--- config.mk ---
export PLATFORM = sky130hd
export DESIGN_NAME = apb_master
export DESIGN_NICKNAME = d
export VERILOG_FILES = /design/src/rtl/apb_master.sv
export SDC_FILE = /design/constraint.sdc
export NUM_CORES = 1
export LEC_CHECK = 0
export CAP_MARGIN = 20
export CORE_AREA = 2 2 104 106
export CTS_BUF_LIST = sky130_fd_sc_hd__clkbuf_8
export DETAILED_ROUTE_END_ITERATION = 16
export DIE_AREA = 0 0 106 108
export GPL_TIMING_DRIVEN = 0
export HOLD_SLACK_MARGIN = 0.1
export PLACE_DENSITY = 0.83
export SYNTH_ARGS = -nofsm -noshare
export SYNTH_HDL_FRONTEND = slang
export SYNTH_SLANG_ARGS = --single-unit
--- constraint.sdc ---
create_clock -name pclk -period 1.5 [get_ports pclk]
set_input_delay 0.45 -clock pclk [delete_from_list [all_inputs] [get_ports pclk]]
set_output_delay 0.45 -clock pclk [all_outputs]
set_load 0.01 [all_outputs]
--- src/rtl/apb_master.sv ---
// APB requester bridge: valid/ready command in, SETUP/ACCESS sequence on APB, one-cycle response out.
// Optional access timeout is compiled in with `define APB_TIMEOUT_EN.
module apb_master #(
  parameter int unsigned ADDR_WIDTH     = 32,
  parameter int unsigned DATA_WIDTH     = 32,
  parameter int unsigned TIMEOUT_CYCLES = 16
) (
  input  logic                  pclk,
  input  logic                  preset,
  input  logic                  cmd_valid,
  output logic                  cmd_ready,
  input  logic                  cmd_write,
  input  logic [ADDR_WIDTH-1:0] cmd_addr,
  input  logic [DATA_WIDTH-1:0] cmd_wdata,
  output logic                  rsp_valid,
  output logic [DATA_WIDTH-1:0] rsp_rdata,
  output logic                  rsp_err,
  output logic                  psel,
  output logic                  penable,
  output logic                  pwrite,
  output logic [ADDR_WIDTH-1:0] paddr,
  output logic [DATA_WIDTH-1:0] pwdata,
  input  logic                  pready,
  input  logic [DATA_WIDTH-1:0] prdata
);

  typedef enum logic [1:0] {
    IDLE   = 2'd0,
    SETUP  = 2'd1,
    ACCESS = 2'd2
  } state_t;

  if (TIMEOUT_CYCLES < 1) begin : g_bad_timeout
    $error("apb_master: TIMEOUT_CYCLES must be >= 1");
  end

  state_t                  state_q,     state_d;
  logic                    psel_q,      psel_d;
  logic                    penable_q,   penable_d;
  logic                    pwrite_q,    pwrite_d;
  logic [ADDR_WIDTH-1:0]   paddr_q,     paddr_d;
  logic [DATA_WIDTH-1:0]   pwdata_q,    pwdata_d;
  logic                    rsp_valid_q, rsp_valid_d;
  logic [DATA_WIDTH-1:0]   rsp_rdata_q, rsp_rdata_d;
  logic                    rsp_err_q,   rsp_err_d;

`ifdef APB_TIMEOUT_EN
  localparam int unsigned CNT_W = $clog2(TIMEOUT_CYCLES + 1);
  logic [CNT_W-1:0] tmo_cnt_q, tmo_cnt_d;
`endif

  // Next-state and registered-output logic
  always_comb begin
    state_d     = state_q;
    psel_d      = psel_q;
    penable_d   = penable_q;
    pwrite_d    = pwrite_q;
    paddr_d     = paddr_q;
    pwdata_d    = pwdata_q;
    rsp_valid_d = 1'b0;
    rsp_rdata_d = rsp_rdata_q;
    rsp_err_d   = 1'b0;
`ifdef APB_TIMEOUT_EN
    tmo_cnt_d   = tmo_cnt_q;
`endif

    unique case (state_q)
      IDLE: begin
        if (cmd_valid) begin
          pwrite_d  = cmd_write;
          paddr_d   = cmd_addr;
          if (cmd_write) pwdata_d = cmd_wdata;
          psel_d    = 1'b1;
          penable_d = 1'b0;
          state_d   = SETUP;
        end
      end
      SETUP: begin
        penable_d = 1'b1;
        state_d   = ACCESS;
`ifdef APB_TIMEOUT_EN
        tmo_cnt_d = '0;
`endif
      end
      ACCESS: begin
        if (pready) begin
          psel_d      = 1'b0;
          penable_d   = 1'b0;
          state_d     = IDLE;
          rsp_valid_d = 1'b1;
          if (!pwrite_q) rsp_rdata_d = prdata;
        end
`ifdef APB_TIMEOUT_EN
        // Abort on the edge that would bring the stall count to TIMEOUT_CYCLES
        else if (tmo_cnt_q == CNT_W'(TIMEOUT_CYCLES - 1)) begin
          psel_d      = 1'b0;
          penable_d   = 1'b0;
          state_d     = IDLE;
          rsp_valid_d = 1'b1;
          rsp_err_d   = 1'b1;
          rsp_rdata_d = '0;
        end else begin
          tmo_cnt_d = tmo_cnt_q + CNT_W'(1);
        end
`endif
      end
      default: begin
        state_d   = IDLE;
        psel_d    = 1'b0;
        penable_d = 1'b0;
      end
    endcase
  end

  // State and output registers, synchronous active-low reset
  always_ff @(posedge pclk) begin
    if (!preset) begin
      state_q     <= IDLE;
      psel_q      <= 1'b0;
      penable_q   <= 1'b0;
      pwrite_q    <= 1'b0;
      paddr_q     <= '0;
      pwdata_q    <= '0;
      rsp_valid_q <= 1'b0;
      rsp_rdata_q <= '0;
      rsp_err_q   <= 1'b0;
`ifdef APB_TIMEOUT_EN
      tmo_cnt_q   <= '0;
`endif
    end else begin
      state_q     <= state_d;
      psel_q      <= psel_d;
      penable_q   <= penable_d;
      pwrite_q    <= pwrite_d;
      paddr_q     <= paddr_d;
      pwdata_q    <= pwdata_d;
      rsp_valid_q <= rsp_valid_d;
      rsp_rdata_q <= rsp_rdata_d;
      rsp_err_q   <= rsp_err_d;
`ifdef APB_TIMEOUT_EN
      tmo_cnt_q   <= tmo_cnt_d;
`endif
    end
  end

  assign cmd_ready = (state_q == IDLE) && preset;
  assign psel      = psel_q;
  assign penable   = penable_q;
  assign pwrite    = pwrite_q;
  assign paddr     = paddr_q;
  assign pwdata    = pwdata_q;
  assign rsp_valid = rsp_valid_q;
  assign rsp_rdata = rsp_rdata_q;
  assign rsp_err   = rsp_err_q;

endmodule

### After elaboration in Yosys (flattened, before gate mapping)

Cells that the tools add are included.

* eq/ne operators: 4
* multiplexer cells: 9
* reductions and logical operators: 8
* bitwise logic cells: 2
* shift operators: 0
* $mul: 0
* add/subtract/negate cells: 0
* magnitude comparators: 0
* divide/modulo/power cells: 0

Operators with widths (count)
* $reduce_and 3->1: 3
* $pmux 1 s3: 2
* $pmux 2 s3: 1
* $reduce_and 2->1: 3
* $mux 1: 4
* $mux 2: 2
* $ne 2x2->1 const B: 2
* $eq 2x1->1 const B: 1
* $eq 2x2->1 const B: 1
* $logic_not 2->1: 1
* $not 1->1: 2
* $logic_and 1x1->1: 1

* memories: 0
* memory bits (read-only): 0
* output and inout port bits: 102
* input bits: 101
* bits in writable memories: 0
* register bits: 102
* logic and storage cells: 31
* latch bits: 0

### Longest topological paths before layout

* depth in word-level cells: 3
* mapped depth: 5

### Worst setup path after synthesis

OpenSTA, ideal clock, no wires.

* path kind: in2out
* start point: input port preset
* end point: output port cmd_ready
* path buffers: 2
* stages: 4
* setup slack: -0.024 ns
* required time: 1.050 ns
* arrival: 1.074 ns
* cells stage by stage: buf_4 > buf_2 > inv_1 > nor3_1

* word-level cells in the longest chain between the ends: 1

RTL lines
* from (decl): RTL line 9 `input logic preset,`
* $logic_and 1x1->1: RTL line 146 `assign cmd_ready = (state_q == IDLE) && preset;`
* to (decl): RTL line 11 `output logic cmd_ready,`

No other way between the ends.

### Worst setup path in the final report

* start point: register state_q[1]
* end point: output port cmd_ready

* word-level cells in the longest chain between the ends: 2

RTL lines
* from (decl): RTL line 37 `state_t state_q, state_d;`
* from (signal assigned): RTL line 131 `state_q <= state_d;`
* $logic_not 2->1: RTL line 146
* $logic_and 1x1->1: RTL line 146

No other way between the ends.

==> impl_summary.log <==
INFO  metric run_status = finished with violations
INFO  metric violated_checks = negative setup slack
INFO  metric setup_repair_after_global_routing_missed_its_margin = true
INFO  metric post_synth_num_cell_types = 23
INFO  metric htree_levels = 3
INFO  metric via_count = 3,738
INFO  metric drc = 0
INFO  metric grt_pass1_wl = ~18,000 um
INFO  metric syn_to_final_growth = 58.8%
INFO  metric layout-drive-gt1-share = under 10%
INFO  metric portBuffers = 200
INFO  metric worstReg2RegEnd = rsp_rdata[9]$_SDFFE_PN0P_
INFO  metric initial_antenna_violation_count = 0
INFO  metric worst_r2r_startpoint = state_q[0]$_SDFFE_PN0P_
INFO  metric core_region_area = 10,200 um2
INFO  metric grt-ovfl-total = 0
INFO  metric ff2ff_path_depth = 5
INFO  metric seq_power_share = between 40% and 50%
INFO  metric fin_hold_ws = 0.413 ns
INFO  metric finalNonFillerCells = 804
INFO  metric core.rowCount = 37
INFO  metric ctsRootBufferMaster = sky130_fd_sc_hd__clkbuf_8
INFO  metric antenna_violating_nets_post_route = 0
INFO  metric io-pin-count = slightly above 200
INFO  metric initial_utilization = 40.1%
INFO  metric routed_via_density = 4.65
INFO  metric syn_area_per_cell = around 9.3 um2
INFO  metric dieWidth = 106 um
INFO  metric syn-cell-area = 4100 um2
INFO  metric postCtsHoldBufs = 0
INFO  metric period_minus_slack = 1.51 ns
INFO  metric worstPathMaxFanout = 6
INFO  metric maxCapViolCount = 0
INFO  metric startpoint_types = flip-flop
INFO  metric die_area = between 10,000 and 15,000 um2
INFO  metric synth_xor_area_share = 0%
INFO  metric clock.fmax = 662 MHz
INFO  metric final_hold_viol_count = 0
INFO  metric powerDensity = 902 nW/um2
INFO  metric place.detailed.hpwl = between 8000 and 9000 um
INFO  metric p_switching = 1.51 mW
INFO  metric layout_common_cells = sky130_fd_sc_hd__nand2_1, sky130_fd_sc_hd__clkdlybuf4s50_1, sky130_fd_sc_hd__dfxtp_1
INFO  metric synth_edf_count = 0
INFO  metric cts_buffers = 9
INFO  metric number_of_instances_on_the_worst_hold_path = 3
INFO  metric worstSkewPairLatency = between 0.3 and 0.4 ns
INFO  metric compound_gate_fraction_of_synth_area = 0.671%
INFO  metric crit_required = 1.05 ns
INFO  metric dieHeight = between 100 and 150 um
INFO  metric power.share.combinational = 17.5%
INFO  metric synth-simple-area-share = 19.9%
INFO  metric clock_network_fraction_of_total_power = 33.5%
INFO  metric post_synth_fa_ha_maj_area_fraction = 0%
INFO  metric tritoncts = built
INFO  metric place.gp.congestion = 0.785
INFO  metric main_combinational_cell_family_by_area_after_synthesis = multiplexers
INFO  metric power.leakage = 2.94 nW
INFO  metric count_of_endpoints_failing_setup_in_the_final_report = 1
INFO  metric via_count_of_the_first_global_routing_pass = 3,825
INFO  metric drt-initial-drc-count = 107
INFO  metric placed_cells_incl_taps = between 700 and 800
INFO  metric grt_start_max_net_pins = 19
INFO  metric synth-seq-cells = between 100 and 150
INFO  metric final.period_utilization = 101%
INFO  metric synthMuxAreaShare = 23.4%
INFO  metric layout.cells.most_common = sky130_fd_sc_hd__nand2_1
INFO  metric switching_part_of_the_total = 25.7%
INFO  metric ctsLongestPathBuffers = 2
INFO  metric totalWireLength = 11,400 um
INFO  metric r2r_slack = 0.08 ns
INFO  metric vdd_ir_drop_max = ~570 uV
INFO  metric ys_async_rst_share = 0%
INFO  metric synth.yosys.warnings = 0
INFO  metric layout.nets = 764
INFO  metric drv_slew = 0
INFO  metric fin_util = 63.7%
INFO  metric power.internal = 4.37 mW
INFO  metric antenna_diode_count = 0
INFO  metric route.detailed.wl_per_inst = approximately 14 um
INFO  metric crit_arrival = 1.06 ns
INFO  metric worst_hold_path_type = primary input to flip-flop
INFO  metric worst_slew_margin_rel = 66.6%
INFO  metric yosys_most_used_dff = sky130_fd_sc_hd__dfxtp_1
INFO  metric whs_endpoint = rsp_valid$_SDFF_PN0_
INFO  metric clock-sinks = a little over 100
INFO  metric min_from = pready
INFO  metric fin_skew = between 0.01 and 0.015 ns
INFO  metric setup_ws = -0.00945 ns
INFO  metric pre_cts_slack = -0.630 ns
INFO  metric worst_max_slew_pin_slew = 0.501 ns
INFO  metric timing_worst_setup_path_type = flip-flop to primary output
INFO  metric firstDrtPassIters = 4
INFO  metric mappedNetlistNets = 542
INFO  metric clock_pin_slew_worst_setup_and_hold_paths = 0.09 ns
INFO  metric synth_seq_area_share = 49.3%
INFO  metric critical_path.endpoint_type = primary output
INFO  metric post_synth_inst_count = 441
INFO  metric gr-usage-all-layers = 19.3%
routing by layer:
layer / global-route usage (%) / routed length (um) / vias to the layer above
li1: - / - / 1858
met1: 22.2 / 4710 / 1718
met2: 35.1 / 5690 / 144
met3: 5.12 / 845 / 18
met4: 6.20 / 187 / 0
met5: 0 / 0 / -
logic make-up (layout without fill, tap and decap cells):
group                  Yosys count  after routing
AO/OA/AOI/OAI                    4              4
buffers and inverters           36            263
flip-flops                     101            101
multiplexers                    96             96
other                            1              1
AND/OR/NAND/NOR                203            203
power groups by stage:
stage                     logic [mW]  registers [mW]  clock network, mW
after global routing            1.10            2.90               2.14
final                           1.03            2.88               1.97
after global placement          1.06            2.94                  0
after floorplan                0.399            3.01                  0
after detailed placement        1.08            2.95                  0
after CTS                       1.00            2.89               2.01
per-stage QoR:
step | total power, mW | setup TNS, ns | cell area [um2]
final | 5.88 | -0.00945 | 6520
after global routing | 6.15 | -0.650 | 6520
after CTS | 5.90 | -0.0919 | 6400
after detailed placement | 4.03 | -36.55 | 6280
after global placement | 4.00 | -32.35 | 6280
after floorplan | 3.41 | 0 | 4110
layout make-up:
type                       count  area (um2)
fill                         937        3720
sequential                   101        2030
timing repair buffer         212        1980
multi-input combinational    304        1830
buffer                        34         274
tap                          136         170
clock buffer                   9         124
clock inverter                 7         105
inverter                       1        3.75
repair_timing:
| action | 4_1_cts | 5_1_grt |
|---|---|---|
| setup buffers | 2 | 10 |
| hold endpoints to repair | 0 | 0 |
| setup endpoints to repair | 160 | 90 |
| pin swaps | 1 | 2 |
| gates resized for setup | 111 | 19 |
registers in the layout (all words and copies together), names as in the netlist:
| register | cells |
|---|---|
| psel | 1 |
| rsp_valid | 1 |
| pwdata | 32 |
| state_q | 2 |
| paddr | 32 |
| rsp_rdata | 32 |
| pwrite | 1 |
cells in the mapped netlist (2+ instances only):
cell type | count | area [um2]
sky130_fd_sc_hd__mux2i_1 | 96 | 961
sky130_fd_sc_hd__buf_4 | 3 | 22.5
sky130_fd_sc_hd__nor3_1 | 2 | 10.0
sky130_fd_sc_hd__buf_6 | 5 | 56.3
sky130_fd_sc_hd__buf_12 | 3 | 60.1
sky130_fd_sc_hd__dfxtp_1 | 101 | 2020
sky130_fd_sc_hd__nand2_1 | 194 | 728
sky130_fd_sc_hd__buf_8 | 3 | 45.0
sky130_fd_sc_hd__buf_2 | 6 | 30.0
sky130_fd_sc_hd__clkbuf_1 | 14 | 52.6
sky130_fd_sc_hd__and2_1 | 2 | 12.5
how the worst max path moves through the flow:
stage                                        end                     from  depth (start not counted)
after detailed placement               cmd_ready                   preset                          5
after global placement                 cmd_ready                   preset                          5
final                                  cmd_ready  state_q[1]$_SDFFE_PN0P_                          2
after floorplan                        cmd_ready                   preset                          4
after CTS                              cmd_ready  state_q[1]$_SDFFE_PN0P_                          2
after global routing      paddr[29]$_SDFFE_PN0P_                cmd_valid                          5
critical path, cell delays in order (launching register included):
cell,delay (ns)
sky130_fd_sc_hd__dfxtp_4,0.38
sky130_fd_sc_hd__nor3_2,0.17
sky130_fd_sc_hd__buf_2,0.16
(Power assumes the default switching activity.)
